### src/rtl/instr_fetch_unit.sv
// -----------------------------------------------------------------------------
// instr_fetch_unit
//
// Fetch stage of the 8-bit datapath. Holds the program counter, runs a
// request/acknowledge handshake with instruction memory and latches each
// returned instruction byte, exposing its opcode / rd / imm fields for decode.
//
// Ports:
//   clk            rising-edge clock
//   reset          synchronous active-high reset
//   mem_req        fetch request (high in FETCH)
//   mem_addr       fetch address (always the current pc)
//   mem_ack        memory response, mem_rdata valid in the same cycle
//   mem_rdata      instruction byte from memory
//   stall          downstream not ready; holds the current instruction
//   branch_taken   redirect request from execute (one-cycle pulse)
//   branch_target  redirect address
//   instr          latched instruction
//   opcode         instr[7:4]
//   rd             instr[3:2]
//   imm            instr[1:0], feeds the zero-extension stage
//   instr_pc       address instr was fetched from
//   instr_valid    instr and its fields are valid (high in VALID)
//   pc             next fetch address
// -----------------------------------------------------------------------------
module instr_fetch_unit #(
    parameter logic [7:0] RESET_PC = 8'h00
) (
    input  logic       clk,
    input  logic       reset,
    output logic       mem_req,
    output logic [7:0] mem_addr,
    input  logic       mem_ack,
    input  logic [7:0] mem_rdata,
    input  logic       stall,
    input  logic       branch_taken,
    input  logic [7:0] branch_target,
    output logic [7:0] instr,
    output logic [3:0] opcode,
    output logic [1:0] rd,
    output logic [1:0] imm,
    output logic [7:0] instr_pc,
    output logic       instr_valid,
    output logic [7:0] pc
);

    typedef enum logic [0:0] {
        ST_FETCH = 1'b0,
        ST_VALID = 1'b1
    } state_t;

    state_t     state_r;
    state_t     state_s;
    logic [7:0] pc_r;
    logic [7:0] pc_s;
    logic [7:0] instr_r;
    logic [7:0] instr_s;
    logic [7:0] instr_pc_r;
    logic [7:0] instr_pc_s;

    // Next-state and next-register computation; everything holds by default.
    always_comb begin
        state_s    = state_r;
        pc_s       = pc_r;
        instr_s    = instr_r;
        instr_pc_s = instr_pc_r;
        case (state_r)
            ST_FETCH: begin
                if (branch_taken) begin
                    // Redirect wins; any data returned this cycle is dropped.
                    pc_s = branch_target;
                end else if (mem_ack) begin
                    instr_s    = mem_rdata;
                    instr_pc_s = pc_r;
                    pc_s       = pc_r + 8'd1;  // 8-bit wrap, no carry out
                    state_s    = ST_VALID;
                end else begin
                    state_s = ST_FETCH;
                end
            end
            ST_VALID: begin
                if (branch_taken) begin
                    // Flush has priority over stall.
                    pc_s    = branch_target;
                    state_s = ST_FETCH;
                end else if (stall) begin
                    state_s = ST_VALID;
                end else begin
                    // instr keeps its value; only the valid flag drops.
                    state_s = ST_FETCH;
                end
            end
            default: begin
                state_s = ST_FETCH;
            end
        endcase
    end

    // State and datapath registers with synchronous reset.
    always_ff @(posedge clk) begin
        if (reset) begin
            state_r    <= ST_FETCH;
            pc_r       <= RESET_PC;
            instr_r    <= 8'h00;
            instr_pc_r <= 8'h00;
        end else begin
            state_r    <= state_s;
            pc_r       <= pc_s;
            instr_r    <= instr_s;
            instr_pc_r <= instr_pc_s;
        end
    end

    // Handshake and valid flags come straight from the state register so
    // that no input reaches them combinationally.
    assign mem_req     = (state_r == ST_FETCH);
    assign instr_valid = (state_r == ST_VALID);
    assign mem_addr    = pc_r;
    assign pc          = pc_r;
    assign instr       = instr_r;
    assign instr_pc    = instr_pc_r;
    assign opcode      = instr_r[7:4];
    assign rd          = instr_r[3:2];
    assign imm         = instr_r[1:0];

endmodule

### config.mk
export PLATFORM = sky130hd
export DESIGN_NAME = instr_fetch_unit
export DESIGN_NICKNAME = d
export VERILOG_FILES = /design/src/rtl/instr_fetch_unit.sv
export SDC_FILE = /design/constraint.sdc
export NUM_CORES = 1
export LEC_CHECK = 0
export BUFFER_PORTS_ARGS = -buffer_cell sky130_fd_sc_hd__buf_2
export CAP_MARGIN = 10
export CORE_MARGIN = 1.5
export CORE_UTILIZATION = 40
export DETAILED_ROUTE_END_ITERATION = 16
export HOLD_SLACK_MARGIN = 0.06
export PLACE_DENSITY_LB_ADDON = 0.05
export SYNTH_ARGS = -nofsm -noshare
export SYNTH_HDL_FRONTEND = slang
export SYNTH_SLANG_ARGS = --single-unit
export TNS_END_PERCENT = 10
### constraint.sdc
create_clock -name clk -period 1.79 [get_ports clk]
set_input_delay 0 -clock clk [delete_from_list [all_inputs] [get_ports clk]]
set_output_delay 0 -clock clk [all_outputs]
set_load 0.02 [all_outputs]
# ---- Word level (Yosys, flattened, before mapping)
# Cells that the tools add are included.
dict set report classes {
  addsub 1
  n_mul 0
  div 0
  order_cmp 0
  eq_ne 2
  shifts 0
  mux 9
  bitwise_logic 2
  n_reduce_logical 2
}
# op n
set ops {}
lappend ops {{8-bit 2-to-1 mux} 3}
lappend ops {{8-bit one-hot mux with 2 select lines} 1}
lappend ops {{8-bit by 1-bit adder with 8-bit output, second input constant} 1}
lappend ops {{1-bit 2-to-1 mux} 4}
lappend ops {{3-bit by 1-bit != test with 1-bit output, second input constant} 1}
lappend ops {{3-bit AND reduction} 1}
lappend ops {{2-bit != test, second input constant} 1}
lappend ops {{1-bit inverter} 2}
lappend ops {{1-bit one-hot mux with 2 select lines} 1}
lappend ops {{2-bit AND reduction} 1}
dict set report totals {
  regBits 25
  latch_bits 0
  mem_bits_rw 0
  mem_bits_ro 0
  inputBits 21
  wordCells 20
  memories 0
}

# ---- Logic depth before layout (Yosys ltp)
dict set report depth {
  word_depth 4
  ltp_mapped 5
  depth_no_buf 4
}

# ---- Least setup slack after synthesis
# No wires, ideal clock.
dict set report synth_timing {
  kind {flip-flop to flip-flop}
  from {register state_r (netlist: instr_valid)}
  to {register pc_r[5] (netlist: mem_addr[5])}
  t_arrival_ns 1.430
  required_time_ns 1.699
  slack_ns 0.269
  stages_incl_launch_ff 5
  path_buffers 1
  synth_period_minus_slack_ns 1.521
  path_cell_list {dfxtp_1 nand2b_1 buf_6 or4_1 a311oi_1}
}
dict set report synth_via {
  elab_chain_len 3
  elab_cells_between_ends 5
  classes_between {eq/ne (2); mux (1); bitwise (1); reduce/logical (1)}
}
# element line
set synth_rtl {}
lappend synth_rtl {{from (decl)} 52} ;# state_t state_r;
lappend synth_rtl {{from (signal assigned)} 107} ;# state_r <= state_s;
lappend synth_rtl {{1-bit inverter} --}
lappend synth_rtl {{3-bit by 1-bit != test with 1-bit output (no source line)} --}
lappend synth_rtl {{2-bit AND reduction (no source line)} --}
lappend synth_rtl {{to (signal assigned)} 108} ;# pc_r <= pc_s;
lappend synth_rtl {{to (decl)} 54} ;# logic [7:0] pc_r;
# Several ways; a longest one is shown, not always the timed one.
# A chain may end at the register's enable or synchronous reset.

# ---- Worst setup path after layout
# Ends and elaborated chain as after synthesis.

==> run_results.csv <==
group,metric,value,unit
run_status,status,"finished, final reports clean",
floorplanning,dieWidth,56.94,um
detailed_routing,routed_via_density,4.895,
sta,tns,0,ns
detailed_routing,wl_per_cell,12.04,um
clock_network,cts_made_buffers,3,
floorplanning,die_h,56.94,um
place,dp_hpwl,1954,um
final_layout,syn2layout_area_growth,36.77,%
setup_path,end_kind,"flip-flop",
synthesis,yosysWarnings,0,
synthesis,yosys.area.top_type_share,0.4301,
setup_path,critPathKind,"reg2reg",
sta,clock_skew,0.007615,ns
synthesis,syn_area_per_cell,8.137,um2
hold_path,hold_start,"reset",
final_layout,n_fill_cell,293,
detailed_routing,drc,0,
detailed_routing,wl_met3,161,um
setup_path,crit_path_max_fanout,8,
floorplanning,initial_core_util,0.4220,
synthesis,synth-seq-area-share,0.4301,
detailed_routing,wl_met2,1400,um
grt,grt_remaining_overflow,0,
final_layout,nets,229,
synthesis,synth_cells,143,
detailed_routing,first_iter_violations,18,
clock_network,insertion_delay,0.32,ns
hold_path,hp-class,"in2reg",
sta,maxSlewViolCount,0,
floorplanning,num_rows,19,
final_layout,antenna_cells,0,
clock_network,numClockSinks,25,
setup_path,crit_required,2.02,ns
detailed_routing,first_pass_iters,4,
synthesis,postSynth.asyncResetShare,0,
floorplanning,die-area,3242,um2
grt,antenna_found_initial,0,
setup_path,arrival,1.80,ns
place,routabilityCongestion,0.7934,
setup_path,crit_start,"instr_valid$_SDFF_PP0_",
grt,grtUsageTotal,0.1778,
synthesis,synthFlopType,"dfxtp_1",
clock_network,post_cts_buffers,0,
synthesis,synth_cell_type_count,33,
sta,grt_setup_unrepaired,"false",
synthesis,syn-num-nets,165,
final_layout,drive_above_1_share,0.3544,
setup_path,start_kind,"flip-flop",
clock_network,cts_tree,"yes",
detailed_routing,wl_met1,1233,um
sta,setup_violations,0,
clock_network,clockRootBuffer,"clkbuf_4",
detailed_routing,ant_nets,0,
sta,relSlewSlack,0.6976,
sta,min_period,1.569,ns
floorplanning,coreArea,2758,um2
sta,fin_crit_sh,0.8765,
detailed_routing,wirelength,2853,um
setup_path,regToRegStartpoint,"instr_valid$_SDFF_PP0_",
sta,hold_viol_final,0,
clock_network,path_clk_slew,0.14,ns
detailed_routing,dr_total_vias,1160,
floorplanning,ioPinCount,63,
grt,grt_pass1_vias,1027,
synthesis,synth_area_leaders,"dfxtp_1 (43%), nand2_1 (11%), buf_4 (10%)",
run,cap_viol_max_count,0,
place,portBuffers,62,
synthesis,synth_top_area_cell,"dfxtp_1",
sta,worstMarginPinSlew,0.4536,ns
synthesis,syn_area,1164,um2
sta,worst_slack,0.2210,ns
synthesis,ys_ff_latch,25,
power,power.leakage,0.0007507,uW
detailed_routing,top_layer_used,"met4",
place,dp_slack,0.2155,ns
grt,grt_pass1_wl,4581,um
clock_network,cts_htree_levels,1,
sta,timing.fmax,637.4,MHz
clock_network,cts.path.max_buffers,2,
synthesis,synth_edf_count,0,
power,peakVddDrop,0.4771,mV
power,p_per_area,713.1,nW/um2
grt,grt_max_degree,26,
sequential cells by signal, summed over array words and instances, names as in the netlist:
register     count
instr_pc         8
instr            8
mem_addr         8
instr_valid      1
path summary, 6_finish.rpt:
path | slack (ns) | cells past startpoint | to
worst max-delay path | 0.22 | 3 | mem_addr[5]$_SDFFE_PP0P_
worst min-delay path | 0.11 | 2 | instr[3]$_SDFFE_PP0P_
worst max register to register | 0.22 | 3 | mem_addr[5]$_SDFFE_PP0P_
worst min register to register | 0.46 | 2 | instr_pc[1]$_SDFFE_PP0P_
critical path, cell delays in order, from the launching register on:
cell      delay, ns
dfxtp_1        0.40
nand2b_2       0.29
or4_1          0.54
a311oi_1       0.26
synth_stat cells, drive strengths merged (2+ instances only):
| cell | count |
|---|---|
| o21ai | 3 |
| clkbuf | 6 |
| nand2 | 34 |
| a21oi | 16 |
| buf | 18 |
| dfxtp | 25 |
| a311oi | 2 |
| inv | 5 |
| a211oi | 4 |
| or3 | 2 |
| nor2 | 6 |
| a221oi | 2 |
| nand3 | 2 |
| xor2 | 2 |
logic make-up after synthesis:
family,after synthesis,synth area share
simple gates,52,0.2043
compound gates,33,0.1785
buf+inv,29,0.1527
flops,25,0.4301
xor+xnor,2,0.01506
mux,1,0.008602
fa+ha+maj,1,0.01075
layout make-up:
| cell class | instances | area, um2 | area share |
|---|---|---|---|
| Clock buffer | 3 | 22.52 | 0.01415 |
| Multi-Input combinational cell | 89 | 488.0 | 0.3066 |
| Clock inverter | 1 | 7.507 | 0.004717 |
| Tap cell | 31 | 38.79 | 0.02437 |
| Timing Repair Buffer | 83 | 515.5 | 0.3239 |
| Inverter | 5 | 18.77 | 0.01179 |
| Sequential cell | 25 | 500.5 | 0.3145 |
stage by stage:
stage                     cell area (um2)  utilization  std cells  hold WS [ns]  power (uW)
final                                1592       0.5771        237        0.1144        1135
after global placement               1369       0.4964        214        0.2430       855.4
after floorplan                      1164            -        143       0.07847       796.7
after detailed placement             1369       0.4964        214        0.2499       857.8
after CTS                            1589       0.5762        237        0.1060        1152
after global routing                 1592       0.5771        237        0.1115        1196
timing repair:
| action | CTS | global route |
|---|---|---|
| hold buffers | 19 | 0 |
| resized for setup | 0 | 1 |
| endpoints found under the hold margin | 17 | 0 |
| endpoints found under the setup margin | 0 | 1 |
layer usage:
layer	vias to the layer above	GRT usage
li1	594	-
met1	515	0.2252
met2	43	0.3054
met3	8	0.02494
met4	0	0.06977
met5	-	0
power by group:
| part | leakage (uW) | internal, uW | switching [uW] |
|---|---|---|---|
| combinational | 0.000532 | 111 | 149 |
| clock | 0.0000139 | 85.3 | 173 |
| sequential | 0.000205 | 585 | 32.3 |
cell usage in the layout, fill, tap and decap left out, drive strengths merged:
cell,instances
or4,1
a211oi,4
nand4b,1
nand3b,1
ha,1
nor2,6
nand4,1
a31oi,1
mux2i,1
dlygate4sd3,19
a221oi,2
o21ai,3
nand2b,1
o21bai,1
o211ai,1
nand3,2
dfxtp,25
xor2,2
o211a,1
or3b,1
o31a,1
or2,1
nor3b,1
clkinvlp,1
buf,64
o31ai,1
nand2,34
or3,2
clkbuf,3
a21oi,16
inv,5
a311oi,2
Note: power is estimated with default switching activity, not from simulation.
